===== config.mk =====
export PLATFORM = sky130hd
export DESIGN_NAME = alu_cmd_issue
export DESIGN_NICKNAME = d
export VERILOG_FILES = /design/src/rtl/alu_cmd_issue.sv
export SDC_FILE = /design/constraint.sdc
export NUM_CORES = 1
export LEC_CHECK = 0
export CORE_UTILIZATION = 54
export CTS_BUF_LIST = sky130_fd_sc_hd__clkbuf_8
export DETAILED_ROUTE_END_ITERATION = 8
export PLACE_DENSITY = 0.82
export REMOVE_ABC_BUFFERS = 1
export SYNTH_ARGS = -nofsm -noshare
export SYNTH_HDL_FRONTEND = slang
export SYNTH_SLANG_ARGS = --single-unit

===== constraint.sdc =====
create_clock -name clk -period 2.3 [get_ports clk]
set_clock_uncertainty 0.1 [all_clocks]
set_input_delay 0.575 -clock clk [delete_from_list [all_inputs] [get_ports clk]]
set_output_delay 0.575 -clock clk [all_outputs]
set_load 0.1 [all_outputs]

===== src/rtl/alu_cmd_issue.sv =====
// Command-issue and result-capture stage around a 4-bit combinational ALU.
// Commands queue in a small FIFO; the head drives the ALU and its result is captured into a valid/ready slot.
module alu_cmd_issue #(
    parameter int DEPTH = 4,
    parameter int CNT_W = 8
) (
    input  logic                     clk,
    input  logic                     rst_n,
    input  logic                     in_valid,
    output logic                     in_ready,
    input  logic [3:0]               in_a,
    input  logic [3:0]               in_b,
    input  logic [2:0]               in_opcode,
    output logic [3:0]               alu_a,
    output logic [3:0]               alu_b,
    output logic [2:0]               alu_opcode,
    input  logic [3:0]               alu_result,
    input  logic                     alu_zero,
    output logic                     out_valid,
    input  logic                     out_ready,
    output logic [3:0]               out_result,
    output logic                     out_zero,
    output logic [2:0]               out_opcode,
    output logic [$clog2(DEPTH):0]   fifo_count,
    output logic [CNT_W-1:0]         op_count
);

    localparam int AW = $clog2(DEPTH);
    localparam int CW = AW + 1;
    localparam logic [CW-1:0] FULL_C = CW'(DEPTH);

    // entry layout: {opcode[10:8], a[7:4], b[3:0]}
    logic [10:0]      mem_q [DEPTH];
    logic [10:0]      head;
    logic [AW-1:0]    wr_ptr_q, wr_ptr_d;
    logic [AW-1:0]    rd_ptr_q, rd_ptr_d;
    logic [CW-1:0]    count_q, count_d;
    logic             out_valid_q, out_valid_d;
    logic [3:0]       out_result_q, out_result_d;
    logic             out_zero_q, out_zero_d;
    logic [2:0]       out_opcode_q, out_opcode_d;
    logic [CNT_W-1:0] op_count_q, op_count_d;

    logic empty;
    logic push;
    logic cap;
    logic consume;

    assign empty    = (count_q == '0);
    assign in_ready = (count_q < FULL_C);
    assign push     = in_valid & in_ready;
    assign cap      = !empty & (!out_valid_q | out_ready);
    assign consume  = out_valid_q & out_ready;
    assign head     = mem_q[rd_ptr_q];

    // Zeros while empty so the ALU never sees stale or uninitialised storage.
    always_comb begin
        alu_a      = 4'd0;
        alu_b      = 4'd0;
        alu_opcode = 3'd0;
        if (!empty) begin
            alu_opcode = head[10:8];
            alu_a      = head[7:4];
            alu_b      = head[3:0];
        end
    end

    always_comb begin
        wr_ptr_d     = wr_ptr_q;
        rd_ptr_d     = rd_ptr_q;
        count_d      = count_q;
        out_valid_d  = out_valid_q;
        out_result_d = out_result_q;
        out_zero_d   = out_zero_q;
        out_opcode_d = out_opcode_q;
        op_count_d   = op_count_q;

        if (push) begin
            wr_ptr_d = wr_ptr_q + 1'b1;
        end
        if (cap) begin
            rd_ptr_d = rd_ptr_q + 1'b1;
        end

        case ({push, cap})
            2'b10:   count_d = count_q + CW'(1);
            2'b01:   count_d = count_q - CW'(1);
            default: count_d = count_q;
        endcase

        if (cap) begin
            out_valid_d  = 1'b1;
            out_result_d = alu_result;
            out_zero_d   = alu_zero;
            out_opcode_d = head[10:8];
        end else if (consume) begin
            out_valid_d = 1'b0;
        end

        if (consume) begin
            op_count_d = op_count_q + CNT_W'(1);
        end
    end

    always_ff @(posedge clk or negedge rst_n) begin
        if (!rst_n) begin
            wr_ptr_q     <= '0;
            rd_ptr_q     <= '0;
            count_q      <= '0;
            out_valid_q  <= 1'b0;
            out_result_q <= 4'd0;
            out_zero_q   <= 1'b0;
            out_opcode_q <= 3'd0;
            op_count_q   <= '0;
        end else begin
            wr_ptr_q     <= wr_ptr_d;
            rd_ptr_q     <= rd_ptr_d;
            count_q      <= count_d;
            out_valid_q  <= out_valid_d;
            out_result_q <= out_result_d;
            out_zero_q   <= out_zero_d;
            out_opcode_q <= out_opcode_d;
            op_count_q   <= op_count_d;
        end
    end

    // Storage is not reset; validity is tracked by the pointers and count alone.
    always_ff @(posedge clk) begin
        if (push) begin
            mem_q[wr_ptr_q] <= {in_opcode, in_a, in_b};
        end
    end

    assign out_valid  = out_valid_q;
    assign out_result = out_result_q;
    assign out_zero   = out_zero_q;
    assign out_opcode = out_opcode_q;
    assign fifo_count = count_q;
    assign op_count   = op_count_q;

endmodule


# --- Yosys cells after proc, flatten, opt, wreduce, memory -nomap -nowiden ---
# Memory sizes are Yosys's and may differ from the RTL's.
# Cells that the tools add are included.
totals:
  ramBits: 44
  reg_bits: 24
  inputBits: 20
  mem_count: 1
  out_inout_bits: 32
  elab_cells: 34
op_classes:
  muxes: 8
  reduce_logical: 5
  n_addsub: 5
  bitwise: 4
  magnitude_cmp: 1
  n_eq_ne: 2
memory_table:
  columns: ["memory", "words", "word_bits", "rd", "rd_clocked_by_memory_dff", "wr", "line_no", "source"]
  rows:
  - ["mem_q", 4, 11, 1, 0, 1, "33", "logic [10:0] mem_q [DEPTH];"]
op_table:
  columns: ["op", "n"]
  rows:
  - ["$add 8x1->8 const B", 1]
  - ["$mux 4", 2]
  - ["$pmux 3 s2", 1]
  - ["$add 2x1->2 const B", 2]
  - ["$mux 1", 4]
  - ["$reduce_bool 2->1", 2]
  - ["$add 3x1->3 const B", 1]
  - ["$and 1x1->1", 3]
  - ["$logic_not 3->1", 1]
  - ["$lt 3x3->1 const B", 1]
  - ["$mux 3", 1]
  - ["$sub 3x1->3 const B", 1]
  - ["$eq 2x1->1 const B", 1]
  - ["$eq 2x2->1 const B", 1]
  - ["$logic_not 1->1", 2]
  - ["$or 1x1->1", 1]

# --- Longest topological paths before layout ---
logic_depth:
  ltp_word: 5
  ltp_mapped: 9
  ltp_nobuf: 8

# --- Worst setup path before layout ---
# No wires, ideal clock.
synth_path:
  path_kind: "register -> output"
  start: "register count_q[0] (netlist: fifo_count[0])"
  end: "output port alu_a[0]"
  t_arrival_ns: 2.685
  path_slack_ns: -1.060
  path_buffers: 1
  t_required_ns: 1.625
  stages_incl_launch_ff: 4
  cell_sequence: "dfrtp_1 > nor3_4 > buf_2 > nor2b_1"
synth_between:
  elab_chain_len: 2
synth_lines:
  columns: ["item", "line_no", "source"]
  rows:
  - ["start: declaration", "37", "logic [CW-1:0] count_q, count_d;"]
  - ["start signal: assignment", "118", "count_q <= count_d;"]
  - ["$logic_not 3->1", "49", "assign empty = (count_q == '0);"]
  - ["$mux 4", "61", "if (!empty) begin"]
  - ["end: declaration", "14", "output logic [3:0] alu_a,"]
# Every way passes these cells.

# --- Final worst setup path ---
layout_path:
  start: "register rd_ptr_q[0]"
  end: "output port alu_opcode[1]"
layout_between:
  elab_chain_len: 2
layout_lines:
  columns: ["item", "line_no", "source"]
  rows:
  - ["start: declaration", "36", "logic [AW-1:0] rd_ptr_q, rd_ptr_d;"]
  - ["start signal: assignment", "117", "rd_ptr_q <= rd_ptr_d;"]
  - ["$mem_v2 4x11", null, null]
  - ["$mux 3", "61", null]
  - ["end: declaration", "16", "output logic [2:0] alu_opcode,"]
# Every way passes these cells.

==> flow_metrics.py <==
metrics = {
    "status": {
        "status": "finished, violations left",
        "violations": "setup timing",
    },
    "floorplan": {
        "rows": 25,
        "die_h_um": 73.7,
        "die_w_um": 73.7,
        "die-area_um2": 5430,
        "core_um2": 4850,
        "initial_core_util_pct": 57.3,
        "io_pins": 52,
    },
    "critical_path": {
        "r2r_end": "fifo_count[2]",
        "critPathMaxFanout": 6,
        "cpPeakStageDelay_ns": 0.56,
        "r2r_slack_ns": 0.27,
        "reg2reg_depth": 8,
        "criticalPathCategory": "reg2out",
        "cp.arrival_ns": 1.79,
        "slowest_stage": "mux4_2",
        "endpoint_kind": "primary output",
        "path_cells": "buf_6 -> mux4_2 -> nor2b_4 -> buf_12",
        "cp.required_ns": 1.62,
        "r2r_start": "fifo_count[0]",
        "worstSetupStartpointType": "register",
        "startpoint": "rd_ptr_q[0]",
    },
    "routing": {
        "routedWlPerCell_um": 18.6,
        "drtPass1Iterations": 4,
        "via_per_inst": 5.29,
        "wirelength_um": 5560,
        "ant_nets": 0,
        "drt_iter0_drc": 158,
        "post-route-drc-count": 0,
        "vias": 1583,
    },
    "run": {
        "max_cap_violations": 0,
    },
    "yosys": {
        "netlist_area_um2": 2780,
        "synth_cells": 155,
        "yosysWarnings": 0,
        "ys_ff_latch": 68,
        "avgSynthCellArea_um2": 17.9,
        "yosys.cell_types.count": 27,
        "ys_seq_area_share_pct": 69.2,
    },
    "cells_and_area": {
        "area_growth_pct": 37.9,
        "fin_nets": 254,
        "multiInputGateArea_um2": 841,
        "seq_area_um2": 1920,
        "n_antenna_cell": 0,
        "layout-drive-gt1-share_pct": 37.5,
        "fillerInstances": 265,
        "fin_area_um2": 3830,
    },
    "clocking": {
        "cts_root_buffer": "clkbuf_8",
        "insertion_delay_ns": 0.34,
        "htreeDepth": 3,
        "clockBufferDepth": 2,
        "clk_pin_slew_worst_paths_ns": 0.07,
        "cts_buffers": 9,
        "cts_tree": "done",
        "clock_sinks": 68,
    },
    "timing": {
        "rsz0062_at_grt": "true",
        "setup_viol": 12,
        "hold_violations": 0,
        "slew_violations": 0,
        "worst_pin_slew_ns": 0.333,
        "fin_crit_ns": 2.47,
        "fin_ws_ns": -0.167,
        "fmax_ghz": 0.405,
        "finalCritPeriodShare_pct": 107,
        "slew_headroom_pct": 77.8,
    },
    "placement": {
        "portBuffers": 51,
        "placed_cell_area_um2": 3550,
        "routabilityCongestion": 0.735,
        "post-dp-hpwl_um": 3780,
        "dp_slack_ns": -0.411,
    },
    "global_routing": {
        "grt_max_degree": 25,
        "antenna_found_initial": 0,
        "grt_pass1_vias": 1683,
        "grt.overflow.total": 0,
        "grt_pass1_wl_um": 8690,
        "grt_util_all_layers_pct": 23.8,
    },
    "worst_hold_path": {
        "min_path_cells": 1,
        "worstHoldStart": "op_count[7]",
        "min-delay-path-class": "reg2reg",
        "holdPathEnd": "op_count[7]",
    },
}
[layout by cell type (no fill, tap or decap), types with 5 or more instances in the layout]
master           count
edfxtp_1            44
buf_12              16
clkbuf_8             9
buf_4               29
ha_1                 6
mux4_2              11
xnor2_1              9
nor2b_4              8
mux2_1               5
inv_1                7
clkdlybuf4s50_1     19
dfrtp_1             23
[synth_stat cells]
cell type	n	area, um^2
o21ai_0	1	5.00
edfxtp_1	44	1320
mux2i_1	1	10.0
nand2_1	4	15.0
mux4_2	11	248
nand4_1	3	18.8
and3_1	1	6.26
dfrtp_1	24	601
and2_1	4	25.0
fa_1	1	20.0
mux2_2	4	45.0
inv_1	7	26.3
xor2_1	4	35.0
mux2_1	5	56.3
nor2b_4	2	27.5
buf_2	2	10.0
buf_6	2	22.5
nor3_4	1	16.3
and3b_2	1	10.0
nor2_1	2	7.51
nand2b_1	1	6.26
ha_1	6	75.1
xnor2_1	9	78.8
nor2b_1	11	68.8
and4_1	1	8.76
nand3_1	2	10.0
clkbuf_1	1	3.75
[sequential cells by signal, indices dropped and copies added, names as in the netlist]
signal / cells
rd_ptr_q: 2
out_valid: 1
fifo_count: 3
wr_ptr_q: 2
out_opcode: 3
op_count: 8
out_result: 4
out_zero: 1
mem_q: 44
[worst max-delay path by stage]
stage                          endpoint  depth (start not counted)
after floorplan                alu_a[0]                          2
after global placement    fifo_count[2]                          9
after detailed placement  fifo_count[2]                          9
after CTS                      alu_a[1]                          4
after global routing      alu_opcode[1]                          4
final                     alu_opcode[1]                          4
[routing by layer]
| layer | GRT usage [%] | vias to the layer above | part of all wire [%] |
|---|---|---|---|
| met5 | 0 | - | 0 |
| met4 | 13.2 | 0 | 3.9 |
| met3 | 7.00 | 18 | 3.9 |
| met2 | 39.9 | 48 | 54 |
| met1 | 27.4 | 804 | 38 |
| li1 | - | 713 | - |
[metrics by stage]
stage	TNS, ns	std cells	hold WS [ns]	util [%]
global route	-2.10	299	0.415	79.0
global placement	-0.417	280	0.364	73.1
floorplan	-11.36	150	0.179	-
detailed placement	-0.637	280	0.369	73.1
finish	-1.32	299	0.369	79.0
CTS	-1.55	298	0.379	78.4
[timing repair]
item                                    4_1_cts  5_1_grt
resized for setup                            10        6
buffers inserted                              2        1
endpoints found under the setup margin       12       13
hold buffers                                  0        0
pin swaps                                     1        0
[logic make-up after synthesis]
family                   count (synthesis)  share of synthesized area [%]
buffers and inverters                   12                           2.25
flip-flops                              68                           69.2
AO/OA/AOI/OAI                            1                          0.180
multiplexers                            21                           12.9
AND/OR/NAND/NOR                         33                           7.93
adder cells (fa/ha/maj)                  7                           3.42
XOR/XNOR                                13                           4.10
[critical path: cells and delay by family, from the launching register on]
family        cells  cell delay, ns
simple gates      1            0.16
flops             1            0.40
buf+inv           2            0.34
mux               1            0.56
[final cells by class]
type / instances / share of cell area (%)
flip-flops and latches: 68 / 50.2
multi-input cells: 75 / 22.0
repair buffers: 66 / 19.6
clock buffers: 9 / 3.23
well taps: 67 / 2.19
clock inverters: 7 / 2.12
inverters: 7 / 0.686
Power is left out: the tool's default activity adds up to more than one toggle a clock period on the data nets, which glitch-free logic cannot reach.
